===== src/rtl/decoder_pkg.sv =====
// Shared types and helpers for the registered scanning decoder.
package decoder_pkg;

    typedef enum logic [1:0] {
        IDLE,
        HOLD,
        SCAN
    } state_t;

    localparam logic MODE_DIRECT = 1'b0;
    localparam logic MODE_SCAN   = 1'b1;

    // Counter width able to hold 0..n-1; never narrower than one bit.
    function automatic int cnt_width(input int n);
        return (n <= 1) ? 1 : $clog2(n);
    endfunction

endpackage


===== src/rtl/decoder_onehot.sv =====
// Combinational index to one-hot conversion; registered by the parent.
module decoder_onehot #(
    parameter int SEL_W = 5
) (
    input  logic [SEL_W-1:0]        sel,
    output logic [(1<<SEL_W)-1:0]   onehot
);

    // Exactly one bit set for every select code.
    always_comb begin
        onehot      = '0;
        onehot[sel] = 1'b1;
    end

endmodule


===== src/rtl/decoder_scan_n.sv =====
// Registered one-hot decoder with direct hold and auto-scan modes.
module decoder_scan_n
    import decoder_pkg::*;
#(
    parameter  int SEL_W = 5,
    parameter  int DWELL = 4,
    localparam int OUT_W = 1 << SEL_W
) (
    input  logic             clk,
    input  logic             rst,
    input  logic             en,
    input  logic             mode,
    input  logic             load,
    input  logic [SEL_W-1:0] A,
    output logic [OUT_W-1:0] Y,
    output logic [SEL_W-1:0] idx,
    output logic             busy,
    output logic             wrap
);

    localparam int               DW         = cnt_width(DWELL);
    localparam logic [DW-1:0]    DWELL_LAST = DW'(DWELL - 1);
    localparam logic [SEL_W-1:0] IDX_LAST   = '1;

    if (SEL_W < 1 || SEL_W > 8) begin : g_bad_sel_w
        $error("decoder_scan_n: SEL_W must be in 1..8");
    end
    if (DWELL < 1) begin : g_bad_dwell
        $error("decoder_scan_n: DWELL must be >= 1");
    end

    state_t           state, state_nx;
    logic [SEL_W-1:0] idx_nx;
    logic [DW-1:0]    dwell, dwell_nx;
    logic             wrap_nx;
    logic [OUT_W-1:0] y_dec;

    // Decode the next index so Y lands in the same edge as idx.
    decoder_onehot #(.SEL_W(SEL_W)) u_onehot (
        .sel    (idx_nx),
        .onehot (y_dec)
    );

    // Next-state, index, dwell and wrap; priority en > load > mode > dwell step.
    always_comb begin
        state_nx = state;
        idx_nx   = idx;
        dwell_nx = dwell;
        wrap_nx  = 1'b0;
        if (!en) begin
            state_nx = IDLE;
        end else if (load) begin
            idx_nx   = A;
            dwell_nx = '0;
            state_nx = (mode == MODE_SCAN) ? SCAN : HOLD;
        end else if (state == SCAN) begin
            if (mode == MODE_DIRECT) begin
                state_nx = HOLD;
                dwell_nx = '0;
            end else if (dwell == DWELL_LAST) begin
                dwell_nx = '0;
                idx_nx   = idx + 1'b1;
                wrap_nx  = (idx == IDX_LAST);
            end else begin
                dwell_nx = dwell + 1'b1;
            end
        end
    end

    // State register.
    always_ff @(posedge clk or posedge rst) begin
        if (rst) state <= IDLE;
        else     state <= state_nx;
    end

    // Registered outputs and dwell counter; Y is gated to zero when idle.
    always_ff @(posedge clk or posedge rst) begin
        if (rst) begin
            idx   <= '0;
            dwell <= '0;
            wrap  <= 1'b0;
            busy  <= 1'b0;
            Y     <= '0;
        end else begin
            idx   <= idx_nx;
            dwell <= dwell_nx;
            wrap  <= wrap_nx;
            busy  <= (state_nx != IDLE);
            Y     <= (state_nx != IDLE) ? y_dec : '0;
        end
    end

endmodule

===== config.mk =====
export PLATFORM = sky130hd
export DESIGN_NAME = decoder_scan_n
export DESIGN_NICKNAME = d
export VERILOG_FILES = /design/src/rtl/decoder_pkg.sv /design/src/rtl/decoder_onehot.sv /design/src/rtl/decoder_scan_n.sv
export SDC_FILE = /design/constraint.sdc
export NUM_CORES = 1
export LEC_CHECK = 0
export CAP_MARGIN = 25
export CORE_ASPECT_RATIO = 1.4
export CORE_MARGIN = 1.5
export CORE_UTILIZATION = 45
export DETAILED_ROUTE_END_ITERATION = 10
export PLACE_DENSITY = 0.78
export SLEW_MARGIN = 20
export SYNTH_ARGS = -nofsm -noshare
export SYNTH_HDL_FRONTEND = slang
export SYNTH_SLANG_ARGS = --single-unit

===== constraint.sdc =====
create_clock -name clk -period 3.8 [get_ports clk]
set_input_delay 0.57 -clock clk [delete_from_list [all_inputs] [get_ports clk]]
set_output_delay 0.57 -clock clk [all_outputs]
set_load 0.02 [all_outputs]

# Yosys cells after proc, flatten, opt, wreduce, memory -nomap -nowiden

Cells that the tools add are included.

Memories kept: 0
Word-level logic and storage cells: 39
Latch bits: 0
Memory bits (read-only): 0
Output and inout port bits: 39
RAM bits: 0
Bits in registers: 43
Bits of input ports: 10

Eq/ne operators: 3
Multiplexer cells: 22
Divide/modulo/power cells: 0
Reductions and logical operators: 4
Shift operators: 0
Add/sub/neg operators: 2
Order comparisons: 2
Bitwise logic cells: 0
Multiply operators: 0

Operators by type and width:

| cell                  | number |
|---|---|
| $mux W32              | 1 |
| $mux W5               | 5 |
| $mux W2               | 9 |
| $lt A5 B6 Y1 const B  | 1 |
| $mux W1               | 6 |
| $add A5 B1 Y5 const B | 1 |
| $demux W1 S5          | 1 |
| $eq A5 B5 Y1 const B  | 1 |
| $ge A5 B1 Y1 const B  | 1 |
| $eq A2 B2 Y1 const B  | 2 |
| $reduce_bool A2 Y1    | 2 |
| $add A2 B1 Y2 const B | 1 |
| $reduce_and A2 Y1     | 1 |
| $logic_and A1 B1 Y1   | 1 |

# Longest topological paths before layout

Depth after elaboration: 11
Gate-level depth with buffers: 8

# By module

Synthesis repeated with hierarchy kept, for this count alone.

Cell total of the unflattened synthesis: 178
Area, all modules: 1,878.1 µm²

By module, submodules not included:

| module         | seq. area each (µm²) | times used | area an instance (µm²) | cells an instance |
|---|---|---|---|---|
| decoder_scan_n | 1,076.0              | 1          | 1,664.1                | 131 |
| decoder_onehot | 0.0                  | 1          | 214.0                  | 47 |

# Worst setup path before layout

No wires, ideal clock.

Path kind: flip-flop to flip-flop
Start: register idx[0]
End: register Y[24]
Cell stages (with the launch flop): 9
Period minus slack after synthesis: 2.227 ns
Arrival: 2.103 ns
Setup slack: 1.573 ns
Buffers on the path: 0
Cell sequence: dfrtp_1 ha_1 and3_1 ha_1 or4_1 or3b_4 clkinv_4 nand3_2 nor2_1

Cells in the longest elaborated chain, start to end: 11

RTL lines:

| what                                                               | line                 | RTL |
|---|---|---|
| start, declared                                                    | decoder_scan_n.sv:16 | `output logic [SEL_W-1:0] idx,` |
| start signal, assigned                                             | decoder_scan_n.sv:85 | `idx <= idx_nx;` |
| $add A5 B1 Y5 *                                                    | decoder_scan_n.sv:62 | `idx_nx = idx + 1'b1;` |
| $mux W5 *                                                          | decoder_scan_n.sv:60 | `end else if (dwell == DWELL_LAST) begin` |
| $mux W5 *                                                          | decoder_scan_n.sv:57 | `if (mode == MODE_DIRECT) begin` |
| $mux W5 *                                                          | decoder_scan_n.sv:56 | `end else if (state == SCAN) begin` |
| $mux W5 *                                                          | decoder_scan_n.sv:52 | `end else if (load) begin` |
| $mux W5 *                                                          | decoder_scan_n.sv:50 | `if (!en) begin` |
| named net idx_nx[4]                                                | decoder_scan_n.sv:33 | `logic [SEL_W-1:0] idx_nx;` |
| $lt A5 B6 Y1 (implied by the code) or $ge A5 B1 Y1 (tied branches) | decoder_onehot.sv:12 | `onehot[sel] = 1'b1;` |
| $logic_and A1 B1 Y1 (implied by the code)                          | decoder_onehot.sv:12 |  |
| $mux W1 (implied by the code)                                      | decoder_onehot.sv:12 |  |
| $demux W1 S5 *                                                     | n/a                  |  |
| $mux W32 *                                                         | decoder_scan_n.sv:89 | `Y <= (state_nx != IDLE) ? y_dec : '0;` |
| end signal, assigned                                               | decoder_scan_n.sv:89 |  |
| end, declared                                                      | decoder_scan_n.sv:15 | `output logic [OUT_W-1:0] Y,` |

The timed path passes the listed nets; every way through them passes the cells marked *.
A chain may end at the register's enable or synchronous reset.

# Worst setup path in the final report

Start: input port load
End: register Y[21]

Cells in the longest elaborated chain, start to end: 7

RTL lines:

| what                                                               | line                 | RTL |
|---|---|---|
| start, declared                                                    | decoder_scan_n.sv:13 | `input logic load,` |
| $mux W5 *                                                          | decoder_scan_n.sv:52 |  |
| $mux W5 *                                                          | decoder_scan_n.sv:50 |  |
| named net idx_nx[3]                                                | decoder_scan_n.sv:33 |  |
| $lt A5 B6 Y1 (implied by the code) or $ge A5 B1 Y1 (tied branches) | decoder_onehot.sv:12 |  |
| $logic_and A1 B1 Y1 (implied by the code)                          | decoder_onehot.sv:12 |  |
| $mux W1 (implied by the code)                                      | decoder_onehot.sv:12 |  |
| $demux W1 S5 *                                                     | n/a                  |  |
| $mux W32 *                                                         | decoder_scan_n.sv:89 |  |

Marks and branches as above.

==> results.rst <==
.. list-table::
   :header-rows: 1

   * - Metric
     - Value
   * - Status
     - finished clean
   * - Clock latency of the later-clocked register in the worst-skew pair
     - 290 ps
   * - Final Critical Period
     - 2421 ps
   * - Worst Hold Path Cells
     - 2
   * - Library cell occupying the most area in the post-synthesis netlist
     - dfrtp_1
   * - Layout-stage area growth over the synthesis result
     - 36.54%
   * - Largest buffer count on any clock path
     - 2
   * - First-pass DRT Iterations
     - 5
   * - Number of global-route vias before repair
     - 1319
   * - Total number of clock tree sinks
     - 43
   * - Vias
     - 1266
   * - Pin count of the biggest net entering global routing
     - 44
   * - Setup slack of the worst register-to-register path
     - 1500 ps
   * - First-pass GRT wire length
     - 6.203 mm
   * - All-Layer GR Usage
     - 18.54%
   * - Post-route antenna net violation count
     - 0
   * - Area contributors post-synth
     - dfrtp_1 (62%), nor2_1 (6.9%), nand3_2 (4.0%)
   * - Remaining global-route overflow
     - 0
   * - Primary flip-flop cell chosen by synthesis mapping
     - dfrtp_1
   * - Ratio of total power to cell area
     - 451.6 nW/um2
   * - Post-cts repair resize count
     - 0
   * - Post-layout utilization of the core
     - 64.74%
   * - Port Buf Inserts
     - 48
   * - Initial Utilization
     - 47.41%
   * - Routability-driven placement congestion ratio
     - 0.8693
   * - Clock skew
     - 1.230 ps
   * - Synthesized instance count
     - 147
   * - Maximum vdd drop
     - 0.2778 mV
   * - Min-Delay Endpoint
     - dwell[1]$_DFFE_PP0P_
   * - Worst EP arrival
     - 2580 ps
   * - Combined area of all synthesized cells
     - 1743 um2
   * - Synthesized area per cell
     - 11.86 um2
   * - Share of final-layout standard cells stronger than drive strength 1
     - 13.57%
   * - Hold Startpoint
     - dwell[1]$_DFFE_PP0P_
   * - Launch instance of the worst register-to-register path
     - idx[0]$_DFF_PP0_
   * - DRT iter0 DRCs
     - 28
   * - Max stage delay cell, worst path
     - clkdlybuf4s50_1
   * - Total half-perimeter wirelength after legalization and detailed placement
     - 2.704 mm
   * - Antenna violations before repair
     - 0
   * - Post-synthesis net count
     - 160
   * - Depth of the most critical reg-to-reg path
     - 7
   * - Yosys warnings
     - 0
   * - Detail-routed via count per cell
     - 5.253
   * - Post-synthesis cell type count
     - 37
   * - M3 GR Usage
     - 4.414%
   * - Post-route DRC
     - 0
   * - Fin nets
     - 211
   * - Setup-violating endpoint count in the final report
     - 0
   * - Type of the worst setup path
     - in -> reg
   * - Total routed wirelength
     - 3.500 mm
   * - Capturing point of the worst reg2reg path
     - Y[1]$_DFF_PP0_
   * - Total of hold buffers inserted after clock tree synthesis
     - 0
   * - Design Area, Final
     - 2380 um2
   * - Count of max-cap constraint violations
     - 0
   * - CTS tree
     - yes
   * - GRT busiest layer
     - met2
   * - Synth top area share
     - 61.74%
   * - P_leak
     - 1.042 nW
   * - Cell-by-cell listing of the critical path
     - clkdlybuf4s50_1, and3b_1, and3_1, nor3_4, or2_1, nor2_1
   * - Overall power consumption
     - 1.075 mW
   * - Total setup buffers inserted after CTS
     - 0
   * - Die height
     - 76.64 um
   * - Share of synthesized flip-flops with an asynchronous set or reset
     - 100.0%
   * - Number of CTS-inserted buffers
     - 5
   * - Headroom to the max-slew limit
     - 58.98%
   * - Final Max Slew Viols
     - 0
   * - Critical Path RT
     - 3960 ps
   * - Crit end category
     - flip-flop
   * - Hold Path Class
     - reg -> reg
   * - Die area
     - 4261 um2
   * - Pin slew with the least headroom to its limit
     - 613.4 ps
   * - Total buffers and inverters traversed by the critical path
     - 1
   * - DP Area
     - 2247 um2
   * - Portion of the post-synthesis area used by sequential elements
     - 61.74%
   * - Site row count
     - 26
   * - EDFF count, synth
     - 0
   * - Average routed wire per standard cell
     - 14.52 um
   * - Post-route fraction of the period consumed by the critical path
     - 63.72%
   * - Number of antenna cells inserted
     - 0
   * - Highest fanout seen on the critical path
     - 16
   * - Worst-path clk slew
     - 70 ps
   * - Met1 usage in global routing
     - 20.14%
   * - Global routing usage on met2
     - 34.29%
   * - Register bit count reported by yosys
     - 43
   * - Cell with the most instances after synthesis
     - dfrtp_1
   * - Die span in x
     - 55.60 um
   * - Top cells by instance count after synthesis
     - dfrtp_1 (43), nor2_1 (32), nand3_2 (7)
   * - Crit-path leading delay family
     - simple AND/OR/NAND/NOR gates
   * - Final TNS setup
     - 0 ps
   * - Largest stage delay on the critical path
     - 860 ps
   * - Max H-tree Level
     - 2
   * - Core area
     - 3676 um2
   * - Setup repair after global routing missed its margin
     - false
   * - Maximum clock frequency
     - 413.0 MHz
   * - Critical Path Start Type
     - input pin
   * - Clock root buffer
     - clkbuf_8
   * - Boundary Pins
     - 49
   * - Fin Hold WS
     - 526.7 ps
   * - Final hold violation count
     - 0
final cells by class:
cell class	instances	area, um2
fill	288	1296
sequential	43	1076
multi-input combinational	93	598.1
timing repair buffer	49	488.0
clock buffer	6	72.57
clock inverter	2	60.06
tap	42	52.55
inverter	6	32.53
power by group:
group / switching [mW] / internal, mW
clock network: 0.145 / 0.262
registers: 0.0199 / 0.476
logic: 0.103 / 0.0685
total: 0.267 / 0.807
tightest hold or removal path, cell delays in order (launching register included):
cell and delay (ps):
dfrtp_1 380, nand2_1 50, o21ai_0 60
worst max path at each step:
stage                startpoint         endpoint  slack, ps  cells past startpoint
2_1_floorplan  idx[0]$_DFF_PP0_  Y[24]$_DFF_PP0_       1570                      8
3_3_place_gp               load   Y[5]$_DFF_PP0_       1150                      6
3_5_place_dp               load  Y[21]$_DFF_PP0_       1070                      6
4_1_cts                    load  Y[21]$_DFF_PP0_       1380                      6
5_1_grt                    load  Y[21]$_DFF_PP0_       1240                      6
6_report                   load  Y[21]$_DFF_PP0_       1380                      6
layout by cell type, fill, tap and decap left out, types with 3 or more instances in the layout:
cell	n
nor2_1	32
nor3_1	4
inv_1	4
o22ai_1	4
and3_1	3
nand2_1	5
clkdlybuf4s50_1	48
clkbuf_8	5
o21ai_0	4
nand3_2	7
dfrtp_1	43
ha_1	3
nor2_2	4
sequential cells by signal, summed over array words and instances, names as in the netlist:
name	cells
busy	1
Y	32
wrap	1
state	2
dwell	2
idx	5
metal layers:
layer	part of all wire, %	up-vias
met5	0	-
met4	1.6	0
met3	5.9	5
met2	54	46
met1	38	608
li1	-	607
cell families (layout without fill, tap and decap cells):
| group | count (synthesis) | in the layout | synth area share [%] |
|---|---|---|---|
| xor gates and xnor gates | 1 | 1 | 0.5026 |
| buffers and inverters | 11 | 63 | 3.948 |
| AOI/OAI and AO/OA | 18 | 18 | 7.969 |
| adders and majority gates | 3 | 3 | 2.154 |
| DFF | 43 | 43 | 61.74 |
| muxes | 1 | 1 | 0.5743 |
| and+or+nand+nor | 70 | 70 | 23.12 |
per-stage QoR:
stage / instances / worst slack [ps]
CTS: 241 / 1381
global route: 241 / 1237
finish: 241 / 1379
floorplan: 147 / 1573
detailed placement: 233 / 1074
global placement: 233 / 1146
(Power assumes the default switching activity.)
